<file path="src/rtl/rename_stage.sv">
// Rename stage: maps rd/rs1/rs2 through a RAT and allocates destinations from a circular free list.
// One cycle from accept to out_valid; in_ready drops when the output slot is held or the list is empty.
module rename_stage #(
  parameter int ARCH_REGS = 32,
  parameter int PHYS_REGS = 64,
  parameter int PREG_W    = 6
) (
  input  logic              clk,
  input  logic              reset,
  input  logic              in_valid,
  output logic              in_ready,
  input  logic [4:0]        in_rd,
  input  logic [4:0]        in_rs1,
  input  logic [4:0]        in_rs2,
  input  logic              in_regwrite,
  output logic              out_valid,
  input  logic              out_ready,
  output logic [PREG_W-1:0] out_prs1,
  output logic [PREG_W-1:0] out_prs2,
  output logic [PREG_W-1:0] out_prd,
  output logic [PREG_W-1:0] out_old_prd,
  output logic              out_regwrite,
  input  logic              free_valid,
  input  logic [PREG_W-1:0] free_preg,
  output logic [PREG_W:0]   free_count,
  output logic              overflow_err
);
  localparam int FL_DEPTH = PHYS_REGS - ARCH_REGS;
  localparam int PTR_W    = $clog2(FL_DEPTH);
  localparam logic [PREG_W:0]  FULL_CNT = (PREG_W+1)'(FL_DEPTH);
  localparam logic [PTR_W-1:0] LAST_PTR = PTR_W'(FL_DEPTH - 1);

  typedef struct packed {
    logic [PREG_W-1:0] prs1;
    logic [PREG_W-1:0] prs2;
    logic [PREG_W-1:0] prd;
    logic [PREG_W-1:0] old_prd;
    logic              regwrite;
  } slot_t;

  logic [PREG_W-1:0] rat       [ARCH_REGS];
  logic [PREG_W-1:0] free_list [FL_DEPTH];
  logic [PTR_W-1:0]  head;
  logic [PTR_W-1:0]  tail;
  logic [PREG_W:0]   count;
  slot_t             slot;
  slot_t             slot_nxt;

  logic need_alloc;
  logic accept;
  logic pop;
  logic push_req;
  logic push;
  logic list_full;

  assign need_alloc = in_regwrite && (in_rd != 5'd0);
  assign list_full  = (count == FULL_CNT);
  // An empty list stalls even if retire pushes this cycle: no push-to-pop bypass.
  assign in_ready   = (!out_valid || out_ready) && !(in_valid && need_alloc && (count == '0));
  assign accept     = in_valid && in_ready;
  assign pop        = accept && need_alloc;
  assign push_req   = free_valid && (free_preg != '0);
  assign push       = push_req && (!list_full || pop);

  // Sources read the RAT as it stood before this cycle's rename.
  always_comb begin
    slot_nxt          = '0;
    slot_nxt.prs1     = rat[in_rs1];
    slot_nxt.prs2     = rat[in_rs2];
    slot_nxt.regwrite = pop;
    if (pop) begin
      slot_nxt.prd     = free_list[head];
      slot_nxt.old_prd = rat[in_rd];
    end
  end

  always_ff @(posedge clk) begin
    if (reset) begin
      for (int i = 0; i < ARCH_REGS; i++) rat[i] <= PREG_W'(i);
      for (int i = 0; i < FL_DEPTH; i++) free_list[i] <= PREG_W'(ARCH_REGS + i);
      head         <= '0;
      tail         <= '0;
      count        <= FULL_CNT;
      overflow_err <= 1'b0;
      out_valid    <= 1'b0;
      slot         <= '0;
    end else begin
      if (pop) begin
        rat[in_rd] <= free_list[head];
        head       <= (head == LAST_PTR) ? '0 : head + 1'b1;
      end
      if (push) begin
        free_list[tail] <= free_preg;
        tail            <= (tail == LAST_PTR) ? '0 : tail + 1'b1;
      end
      if (push_req && list_full && !pop) overflow_err <= 1'b1;
      case ({pop, push})
        2'b10:   count <= count - 1'b1;
        2'b01:   count <= count + 1'b1;
        default: count <= count;
      endcase
      if (accept) begin
        out_valid <= 1'b1;
        slot      <= slot_nxt;
      end else if (out_ready) begin
        out_valid <= 1'b0;
      end
    end
  end

  assign out_prs1     = slot.prs1;
  assign out_prs2     = slot.prs2;
  assign out_prd      = slot.prd;
  assign out_old_prd  = slot.old_prd;
  assign out_regwrite = slot.regwrite;
  assign free_count   = count;

endmodule

</file>
<file path="config.mk">
export PLATFORM = sky130hd
export DESIGN_NAME = rename_stage
export DESIGN_NICKNAME = d
export VERILOG_FILES = /design/src/rtl/rename_stage.sv
export SDC_FILE = /design/constraint.sdc
export NUM_CORES = 1
export LEC_CHECK = 0
export ABC_AREA = 1
export BUFFER_PORTS_ARGS = -buffer_cell sky130_fd_sc_hd__buf_4
export CAP_MARGIN = 20
export CORE_ASPECT_RATIO = 1.75
export CORE_MARGIN = 4
export CORE_UTILIZATION = 35
export DETAILED_ROUTE_END_ITERATION = 12
export HOLD_SLACK_MARGIN = 0.02
export PLACE_DENSITY = 0.51
export SLEW_MARGIN = 15
export SYNTH_ARGS = -nofsm -noshare
export SYNTH_HDL_FRONTEND = slang
export SYNTH_SLANG_ARGS = --single-unit
</file>
<file path="constraint.sdc">
create_clock -name clk -period 7.6 [get_ports clk]
set_input_delay 1.52 -clock clk [delete_from_list [all_inputs] [get_ports clk]]
set_output_delay 1.52 -clock clk [all_outputs]
set_load 0.01 [all_outputs]
</file>
==> metrics, run 1 <==
setup_tns=0 ps; area overhead of the layout relative to synthesis=10.1%; full die area=72700 sq um; number of antenna violations at the first check in global routing=0; synthesis-stage register bit count=433; Post-Synthesis Cell Area=23900 sq um; layout cell share with drive strength beyond 1=6.36%; unique cell type count in the Yosys netlist=31; cts-stage hold buffer count=0; Cells after Synth=3047; Chip Width=206 um; f_max=229 MHz; type of destination of the critical path=output pin; average cell area after synthesis=7.85 sq um; drt total wl=86.2 mm; cell types occupying the most area after synthesis=sky130_fd_sc_hd__edfxtp_1 48%, sky130_fd_sc_hd__nand2_1 14%, sky130_fd_sc_hd__nand3_1 14%, sky130_fd_sc_hd__nor2_1 5.1%, sky130_fd_sc_hd__inv_1 4.3%; Layout Nets=3026; top library cells by usage in the layout, fill and taps aside=898 x sky130_fd_sc_hd__nand2_1, 658 x sky130_fd_sc_hd__nand3_1, 384 x sky130_fd_sc_hd__edfxtp_1; final number of max-transition violations=0; post-synthesis sequential area ratio=52.3%; max_cap viols=0; critical hold path startpoint=out_prs1[5]$_SDFFE_PP0P_; Max Root-Sink Buffers=3; fin crit share=57.5%; # placed instances=3836; worst rel slew slack=25.4%; number of CTS-inserted buffers=42; CTS tree=built; kind of launch point of the worst setup path=input pin; P_leak=10.5 nW; CTS-repair resized insts=0; number of detailed-route iterations in the first pass=6; number of sinks handled by clock tree synthesis=433; DR vias=21100; Die Height=354 um; worst ir drop on vdd=0.164 mV; clock transition time at the flip-flop clock pins of the worst setup and hold paths=60 ps; actual slew at the worst max-slew pin=1120 ps; unrepaired setup endpoints after global routing=no; detailed placer's ending HPWL=58.0 mm; IO Pins=62; Synth top area share=48.2%; depth of the most critical reg-to-reg path=11; start-to-end type of the worst setup path=input pin to output pin; cell row count=126; data required time at the worst endpoint=6080 ps; critical register-to-register path endpoint=rat[16][4]$_SDFFCE_PN1P_; share of async-settable or async-resettable flops after synthesis=0%; hold path endpoint=out_prs1[5]$_SDFFE_PP0P_; # DRC=0; overall track demand over capacity in global routing=23.3%; number of buffers inserted by port buffering=61; number of global-route vias before repair=21100; classification of the worst-slack hold path=register to register; routed via count divided by cell count=5.40; count of yosys warnings during synthesis=0; 1st-iter DRT viols=1858; shortest period the worst path allows=4370 ps; H-Tree Depth=2; clk_skew=21.7 ps; antenna viol nets, final=0; total congestion overflow after global routing=0; Core Footprint=67600 sq um; Hold Fails Final Rpt=0; largest net degree at the start of global routing=145; final worst hold slack=465 ps; worst-case register-to-register setup slack=4080 ps; hold path depth=2; last weighted congestion value of the routability-driven placer=0.921; number of synthesized flops with an enable pin=384; result of the run=finished, final reports clean; worst setup path startpoint=in_rd[0]; starting density of the core=35.4%; first-pass GRT wire length=129 mm; Layout Cells excl Fill=3913; average wire per cell in the routed design=22.0 um; count of buffers added by post-CTS timing repair for setup=0; worst endpoint data arrival time=2850 ps; clock latency at the later pin of the worst-skew pair=590 ps; cell type with the highest aggregate area in the netlist=sky130_fd_sc_hd__edfxtp_1; pwr/cell area=235 nW/um^2; number of inserted diodes=0; leading cell type in the layout, fill and taps excluded=sky130_fd_sc_hd__nand2_1; setup violation total in the final timing report=0; most used flip-flop cell after synthesis=sky130_fd_sc_hd__edfxtp_1; maximum net fanout on the critical path=39; clock tree root buffer cell=sky130_fd_sc_hd__clkbuf_16
[power breakdown]
group          total, W  internal (W)  leakage (nW)  switching (W)
registers       0.00277       0.00268          3.69      0.0000895
logic           0.00123      0.000324          6.16       0.000906
clock network   0.00219       0.00125         0.678       0.000932
[area by class of cell]
| type | instances | area [sq um] |
|---|---|---|
| Timing Repair Buffer | 94 | 718 |
| Clock inverter | 23 | 270 |
| Sequential cell | 433 | 12500 |
| Tap cell | 896 | 1120 |
| Inverter | 286 | 1080 |
| Multi-Input combinational cell | 2127 | 9500 |
| Clock buffer | 54 | 1130 |
| Fill cell | 6956 | 41300 |
[worst max-delay path, cell delays in order]
cell and delay (ps):
sky130_fd_sc_hd__buf_4 120, sky130_fd_sc_hd__inv_2 40, sky130_fd_sc_hd__nand2_1 60, sky130_fd_sc_hd__buf_4 480, sky130_fd_sc_hd__o21ai_1 180, sky130_fd_sc_hd__inv_2 110
sky130_fd_sc_hd__nand2_1 50, sky130_fd_sc_hd__nand2_1 100, sky130_fd_sc_hd__inv_1 50, sky130_fd_sc_hd__buf_4 130
[state kept, by name, indices dropped and copies added (netlist names), 5 cells and up, named ones only]
signal and flops:
out_prs2 6, tail 5, out_prd 6, head 5
out_prs1 6, rat 192, out_old_prd 6, free_list 192
free_count 7
[how the worst max path moves through the flow]
stage / slack (ps) / depth (start not counted) / to
3_3_place_gp: 2800 / 20 / free_count[5]$_SDFFE_PP1P_
5_1_grt: 3110 / 20 / free_count[5]$_SDFFE_PP1P_
6_report: 3230 / 10 / in_ready
4_1_cts: 3220 / 10 / in_ready
3_5_place_dp: 2780 / 20 / free_count[5]$_SDFFE_PP1P_
2_1_floorplan: 3800 / 19 / free_count[5]$_SDFFE_PP1P_
[metal layers]
metal	track usage, %	vias up	routed length [um]
li1	-	9947	-
met1	26.6	10100	31500
met2	41.8	875	44300
met3	2.79	240	4930
met4	13.0	0	5550
met5	0	-	0
[cells by family (layout without fill, tap and decap cells)]
kind of cell	Yosys count	after routing	synth area share (%)
flops	433	433	52.3
fa+ha+maj	15	15	0.816
other cells	1	6	0.0157
buf+inv	492	457	8.28
compound gates	190	190	4.55
simple gates	1908	1908	33.7
xor+xnor	8	8	0.293
[Yosys cell counts, drive strengths merged (5+ instances only)]
cell type and count:
a21oi 57, edfxtp 384, nand2 903, xor2 7
inv 285, nand4 5, o22ai 64, buf 102
ha 14, dfxtp 49, o211ai 13, nor3 11
nand3 658, o21ai 55, nor2 330, clkbuf 104
[through the flow]
| stage | setup slack [ps] | power, W | instance area (sq um) | util, % |
|---|---|---|---|---|
| after CTS | 3220 | 0.00623 | 26300 | 38.9 |
| after global routing | 3110 | 0.00645 | 26300 | 38.9 |
| after floorplan | 3800 | 0.00357 | 23900 | - |
| after detailed placement | 2780 | 0.00405 | 24900 | 36.9 |
| after global placement | 2800 | 0.00405 | 24900 | 36.9 |
| final | 3230 | 0.00619 | 26300 | 38.9 |
Power figures use the tool's default switching activity.
==> run 2, diff against run 1 <==
--- a/config.mk
+++ b/config.mk
@@ -5,7 +5,7 @@
 export SDC_FILE = /design/constraint.sdc
 export NUM_CORES = 1
 export LEC_CHECK = 0
-export ABC_AREA = 1
+export ABC_AREA = 0
 export BUFFER_PORTS_ARGS = -buffer_cell sky130_fd_sc_hd__buf_4
 export CAP_MARGIN = 20
 export CORE_ASPECT_RATIO = 1.75
@@ -13,7 +13,7 @@
 export CORE_UTILIZATION = 35
 export DETAILED_ROUTE_END_ITERATION = 12
 export HOLD_SLACK_MARGIN = 0.02
-export PLACE_DENSITY = 0.51
+export PLACE_DENSITY = 0.53
 export SLEW_MARGIN = 15
 export SYNTH_ARGS = -nofsm -noshare
 export SYNTH_HDL_FRONTEND = slang
==> constraint.sdc (replaced) <==
create_clock -name clk -period 3.7 [get_ports clk]
set_input_delay 0.74 -clock clk [delete_from_list [all_inputs] [get_ports clk]]
set_output_delay 0.74 -clock clk [all_outputs]
set_load 0.01 [all_outputs]
==> metrics, run 2 <==
result of the run=finished, final reports clean; H-Tree Depth=2; critical path buffer and inverter count=2; area overhead of the layout relative to synthesis=13.4%; register area=12500 sq um; final worst hold slack=470 ps; share of async-settable or async-resettable flops after synthesis=0%; Layout Nets=1857; top library cells by usage in the layout, fill and taps aside=384 x sky130_fd_sc_hd__edfxtp_1, 267 x sky130_fd_sc_hd__nand2_1, 248 x sky130_fd_sc_hd__nor2_1; clock latency at the later pin of the worst-skew pair=570 ps; unrepaired setup endpoints after global routing=no; post-synthesis sequential area ratio=55.5%; clk_skew=26.2 ps; Hold Fails Final Rpt=0; switch share=29.2%; full die area=68700 sq um; final core area utilization=40.3%; IO Pins=62; number of global-route vias before repair=16300; Post-Synthesis Cell Area=22600 sq um; cts-stage hold buffer count=0; library cell with the highest instance count after synthesis=sky130_fd_sc_hd__edfxtp_1; depth of the most critical reg-to-reg path=11; Final Total Pwr=0.0126 W; share of power burned in combinational logic=19.3%; Die Height=344 um; setup violation total in the final timing report=0; worst endpoint data arrival time=2480 ps; Cells after Synth=1756; sequential power share=45.1%; clock transition time at the flip-flop clock pins of the worst setup and hold paths=60 ps; number of detailed-route iterations in the first pass=5; post-place instance area=24200 sq um; maximum net fanout on the critical path=8; unique cell type count in the Yosys netlist=67; classification of the worst-slack hold path=register to register; final number of max-transition violations=0; relative contribution of the clock network to total power=35.6%; crit path max-delay cell type=sky130_fd_sc_hd__or4_1; kind of launch point of the worst setup path=register; CTS tree=built; antenna viol nets, final=0; number of antenna violations at the first check in global routing=0; DR vias=15700; routed via count divided by cell count=5.92; crit-path cells=or4_1 -> or3_1 -> buf_4 -> nor2_1 -> a21boi_0 -> buf_4; cell row count=122; final cell area excluding filler cells=25600 sq um; startpoint of the lowest-slack register-to-register path=free_count[3]$_SDFFE_PP0P_; count of yosys warnings during synthesis=0; switching power summed over all nets=0.00367 W; drt total wl=78.9 mm; Post-synth top cells=384 x sky130_fd_sc_hd__edfxtp_1, 267 x sky130_fd_sc_hd__nand2_1, 248 x sky130_fd_sc_hd__nor2_1; critical register-to-register path endpoint=free_count[6]$_SDFFE_PP0P_; layout cell share with drive strength beyond 1=22.3%; # DRC=0; largest stage delay on the critical path=590 ps; f_max=311 MHz; number of synthesized flops with an enable pin=384; worst setup path end=in_ready; Crit. path cell count=6; shortest period the worst path allows=3220 ps; Layout Cells excl Fill=2656; synthesis-stage register bit count=433; worst-case register-to-register setup slack=500 ps; largest net degree at the start of global routing=53; area of combinational cells with multiple inputs=9300 sq um; leading cell type in the layout, fill and taps excluded=sky130_fd_sc_hd__edfxtp_1; number of CTS-inserted buffers=43; Max Root-Sink Buffers=3; start-to-end type of the worst setup path=register to output pin; P_leak=7.94 nW; Core Footprint=63500 sq um; type of destination of the critical path=output pin; Critical Path Most Common Cell=sky130_fd_sc_hd__buf_4; CTS-repair resized insts=0; pwr/cell area=492 nW/um^2; number of buffers inserted by port buffering=61; data required time at the worst endpoint=2960 ps; cell types occupying the most area after synthesis=sky130_fd_sc_hd__edfxtp_1 51%, sky130_fd_sc_hd__mux4_2 17%, sky130_fd_sc_hd__nand2_1 4.4%, sky130_fd_sc_hd__dfxtp_1 4.3%, sky130_fd_sc_hd__nor2_1 4.1%; count of buffers added by post-CTS timing repair for setup=0; overall track demand over capacity in global routing=22.7%; worst ir drop on vdd=0.268 mV; worst rel slew slack=35.3%; Synth top area share=51.1%; last weighted congestion value of the routability-driven placer=0.960; Chip Width=200 um; 1st-iter DRT viols=1416; number of inserted diodes=0; cell type with the highest aggregate area in the netlist=sky130_fd_sc_hd__edfxtp_1; first-pass GRT wire length=113 mm; starting density of the core=35.5%; worst setup path startpoint=free_count[3]$_SDFFE_PP0P_; number of sinks handled by clock tree synthesis=433; Worst path top cell family by delay=simple AND/OR/NAND/NOR gates; average wire per cell in the routed design=29.7 um; detailed placer's ending HPWL=59.5 mm; cell internal pwr=0.00891 W; average cell area after synthesis=12.8 sq um; clock tree root buffer cell=sky130_fd_sc_hd__clkbuf_16; actual slew at the worst max-slew pin=961 ps; most used flip-flop cell after synthesis=sky130_fd_sc_hd__edfxtp_1; total congestion overflow after global routing=0; fillcell total=5922; fin crit share=86.9%; # placed instances=2576; max_cap viols=0
[run 2: final cells by class]
cell class                      instances  share of cell area [%]
Sequential cell                       433                    48.9
Clock buffer                           51                    4.36
Inverter                                7                   0.112
Tap cell                              806                    3.94
Clock inverter                         29                    1.12
Multi-Input combinational cell       1173                    36.3
Timing Repair Buffer                  157                    5.19
[run 2: kinds of logic after synthesis]
group,count (synthesis),synth area share [%]
buffers and inverters,155,3.46
other,1,0.0166
muxes,226,19.4
adders and majority gates,15,0.865
xor gates and xnor gates,4,0.155
and+or+nand+nor,700,13.7
AOI/OAI and AO/OA,222,7.02
DFF,433,55.5
[run 2: per-layer routing]
layer  vias to the layer above  GRT usage, %  share of wire (%)
li1                       6806             -                  -
met1                      7918          22.6                 31
met2                       733          42.9                 54
met3                       275          2.52                4.9
met4                         0          16.2                9.1
met5                         -             0                  0
[run 2: worst reg2reg max path, cell delays in order, from the launching register on]
cell and delay, ps:
sky130_fd_sc_hd__dfxtp_1 390, sky130_fd_sc_hd__or4_1 590, sky130_fd_sc_hd__or3_1 380, sky130_fd_sc_hd__nand2_2 90
sky130_fd_sc_hd__ha_1 200, sky130_fd_sc_hd__inv_1 100, sky130_fd_sc_hd__fa_1 410, sky130_fd_sc_hd__a21o_1 180
sky130_fd_sc_hd__a21oi_1 200, sky130_fd_sc_hd__o21ai_0 110, sky130_fd_sc_hd__nand4_1 110, sky130_fd_sc_hd__mux2_2 330
[run 2: how the worst min path moves through the flow]
stage	startpoint	endpoint	slack [ps]	cells past startpoint
floorplan	head[4]$_SDFFE_PP0P_	register	450	2
global placement	out_regwrite$_SDFFE_PP0P_	out_regwrite$_SDFFE_PP0P_	450	2
detailed placement	out_regwrite$_SDFFE_PP0P_	out_regwrite$_SDFFE_PP0P_	460	2
CTS	out_regwrite$_SDFFE_PP0P_	out_regwrite$_SDFFE_PP0P_	470	2
global route	out_prd[3]$_SDFFE_PP0P_	out_prd[3]$_SDFFE_PP0P_	490	1
finish	out_regwrite$_SDFFE_PP0P_	out_regwrite$_SDFFE_PP0P_	470	2
[run 2: metrics by stage]
step | TNS [ps] | setup WS, ps
after floorplan | 0 | 72.6
after global placement | -2.83 | -2.83
after detailed placement | 0 | 49.6
after CTS | 0 | 430
after global routing | 0 | 258
final | 0 | 485
[run 2: power groups by stage]
stage,Clock [W],Sequential (W),Combinational (W)
finish,0.00448,0.00567,0.00243
global route,0.00474,0.00569,0.00258
detailed placement,0,0.00578,0.00244
CTS,0.00456,0.00567,0.00245
floorplan,0,0.00572,0.00140
global placement,0,0.00577,0.00243
==> run 3, diff against run 2 <==
--- a/config.mk
+++ b/config.mk
@@ -13,7 +13,6 @@
 export CORE_UTILIZATION = 35
 export DETAILED_ROUTE_END_ITERATION = 12
 export HOLD_SLACK_MARGIN = 0.02
-export PLACE_DENSITY = 0.53
 export SLEW_MARGIN = 15
 export SYNTH_ARGS = -nofsm -noshare
 export SYNTH_HDL_FRONTEND = slang
==> metrics, run 3 (synthesis gave the netlist of run 2 again) <==
worst rel slew slack=22.3%; worst-case register-to-register setup slack=450 ps; number of detailed-route iterations in the first pass=6; clk_skew=48.2 ps; Core Footprint=63500 sq um; start-to-end type of the worst setup path=register to register; f_max=308 MHz; cell row count=122; CTS tree=built; final cell area excluding filler cells=25400 sq um; IO Pins=62; depth of the most critical reg-to-reg path=11; number of sinks handled by clock tree synthesis=433; fin crit share=87.9%; worst ir drop on vdd=0.334 mV; result of the run=finished, final reports clean; starting density of the core=35.5%; leading cell type in the layout, fill and taps excluded=sky130_fd_sc_hd__edfxtp_1; number of global-route vias before repair=16100; number of antenna violations at the first check in global routing=1; shortest period the worst path allows=3250 ps; final number of max-transition violations=0; startpoint of the lowest-slack register-to-register path=free_count[3]$_SDFFE_PP0P_; average wire per cell in the routed design=29.0 um; hold path endpoint=out_regwrite$_SDFFE_PP0P_; layout cell share with drive strength beyond 1=21.8%; Layout Nets=1849; Max Root-Sink Buffers=3; top library cells by usage in the layout, fill and taps aside=384 x sky130_fd_sc_hd__edfxtp_1, 267 x sky130_fd_sc_hd__nand2_1, 248 x sky130_fd_sc_hd__nor2_1; fillcell total=5913; data required time at the worst endpoint=4150 ps; unrepaired setup endpoints after global routing=no; routed via count divided by cell count=6.07; placement-stage worst setup slack=14.4 ps; critical hold path startpoint=out_regwrite$_SDFFE_PP0P_; count of buffers added by post-CTS timing repair for setup=0; drt total wl=76.7 mm; pwr/cell area=485 nW/um^2; clock tree root buffer cell=sky130_fd_sc_hd__clkbuf_16; setup violation total in the final timing report=0; number of CTS-inserted buffers=41; last weighted congestion value of the routability-driven placer=1.05; # DRC=0; P_leak=7.88 nW; hold path depth=2; H-Tree Depth=2; overall track demand over capacity in global routing=22.1%; area overhead of the layout relative to synthesis=12.8%; first-pass GRT wire length=110 mm; area of combinational cells with multiple inputs=9300 sq um; Die Height=344 um; worst endpoint data arrival time=3700 ps; total congestion overflow after global routing=0; actual slew at the worst max-slew pin=1160 ps; Chip Width=200 um; clock latency at the later pin of the worst-skew pair=590 ps; final critical-path setup slack=449 ps; post-place instance area=24100 sq um; largest net degree at the start of global routing=60; clock transition time at the flip-flop clock pins of the worst setup and hold paths=70 ps; maximum net fanout on the critical path=6; register area=12500 sq um; classification of the worst-slack hold path=register to register; critical register-to-register path endpoint=free_count[6]$_SDFFE_PP0P_; DR vias=16100; max_cap viols=0; 1st-iter DRT viols=1698; antenna viol nets, final=0; type of destination of the critical path=register; CTS-repair resized insts=0; cts-stage hold buffer count=0; number of buffers inserted by port buffering=61; detailed placer's ending HPWL=57.5 mm; kind of launch point of the worst setup path=register; Hold Fails Final Rpt=0; full die area=68700 sq um
[run 3: cell types whose count changed in the layout (fill, tap and decap cells not counted), moves of 3 or more]
cell                         change
sky130_fd_sc_hd__inv_6           -3
sky130_fd_sc_hd__clkinvlp_4      -3
sky130_fd_sc_hd__clkbuf_1        +3
sky130_fd_sc_hd__bufinv_16       -4
sky130_fd_sc_hd__buf_4           -7
[run 3: critical path: stages (launching register included)]
cell and delay [ps]:
sky130_fd_sc_hd__dfxtp_1 400, sky130_fd_sc_hd__or4_1 600, sky130_fd_sc_hd__or3_1 370, sky130_fd_sc_hd__nand2_2 90, sky130_fd_sc_hd__ha_1 170, sky130_fd_sc_hd__inv_1 110
sky130_fd_sc_hd__fa_1 430, sky130_fd_sc_hd__a21o_1 170, sky130_fd_sc_hd__a21oi_1 260, sky130_fd_sc_hd__o21ai_0 120, sky130_fd_sc_hd__nand4_1 100, sky130_fd_sc_hd__mux2_2 330
[run 3: power breakdown]
part | internal [W] | switching, W
clock network | 0.00231 | 0.00194
registers | 0.00550 | 0.000188
logic | 0.000878 | 0.00152
total | 0.00868 | 0.00365
[run 3: worst max-delay path by stage]
stage | slack [ps] | startpoint | end
floorplan | 70 | in_rd[1] | free_count[6]$_SDFFE_PP0P_
global placement | -0.7 | free_preg[1] | free_count[6]$_SDFFE_PP0P_
detailed placement | 10 | free_preg[1] | free_count[6]$_SDFFE_PP0P_
CTS | 450 | free_count[3]$_SDFFE_PP0P_ | free_count[6]$_SDFFE_PP0P_
global route | 280 | free_count[3]$_SDFFE_PP0P_ | free_count[6]$_SDFFE_PP0P_
finish | 450 | free_count[3]$_SDFFE_PP0P_ | free_count[6]$_SDFFE_PP0P_
[run 3: layout make-up]
| class | count | area share (%) |
|---|---|---|
| inverter | 7 | 0.113 |
| timing repair buffer | 151 | 4.95 |
| clock buffer | 56 | 4.58 |
| tap | 806 | 3.96 |
| multi-input combinational | 1173 | 36.6 |
| clock inverter | 18 | 0.644 |
| antenna | 1 | 0.00983 |
| sequential | 433 | 49.2 |
[run 3: stage by stage]
stage	util, %	total power (W)	instances	TNS [ps]	hold WS (ps)
2_1_floorplan	-	0.00713	1761	0	455
3_3_place_gp	37.9	0.00815	2567	-0.693	462
3_5_place_dp	38.0	0.00817	2569	0	474
4_1_cts	40.1	0.0124	2643	0	480
5_1_grt	40.1	0.0127	2645	0	503
6_report	40.1	0.0123	2645	0	490
[run 3: routing by layer]
layer / track usage (%) / share of wire, % / vias to the layer above
li1: - / - / 6790
met1: 22.0 / 30 / 7983
met2: 40.5 / 53 / 991
met3: 2.93 / 6.5 / 293
met4: 17.2 / 10 / 0
met5: 0 / 0 / -
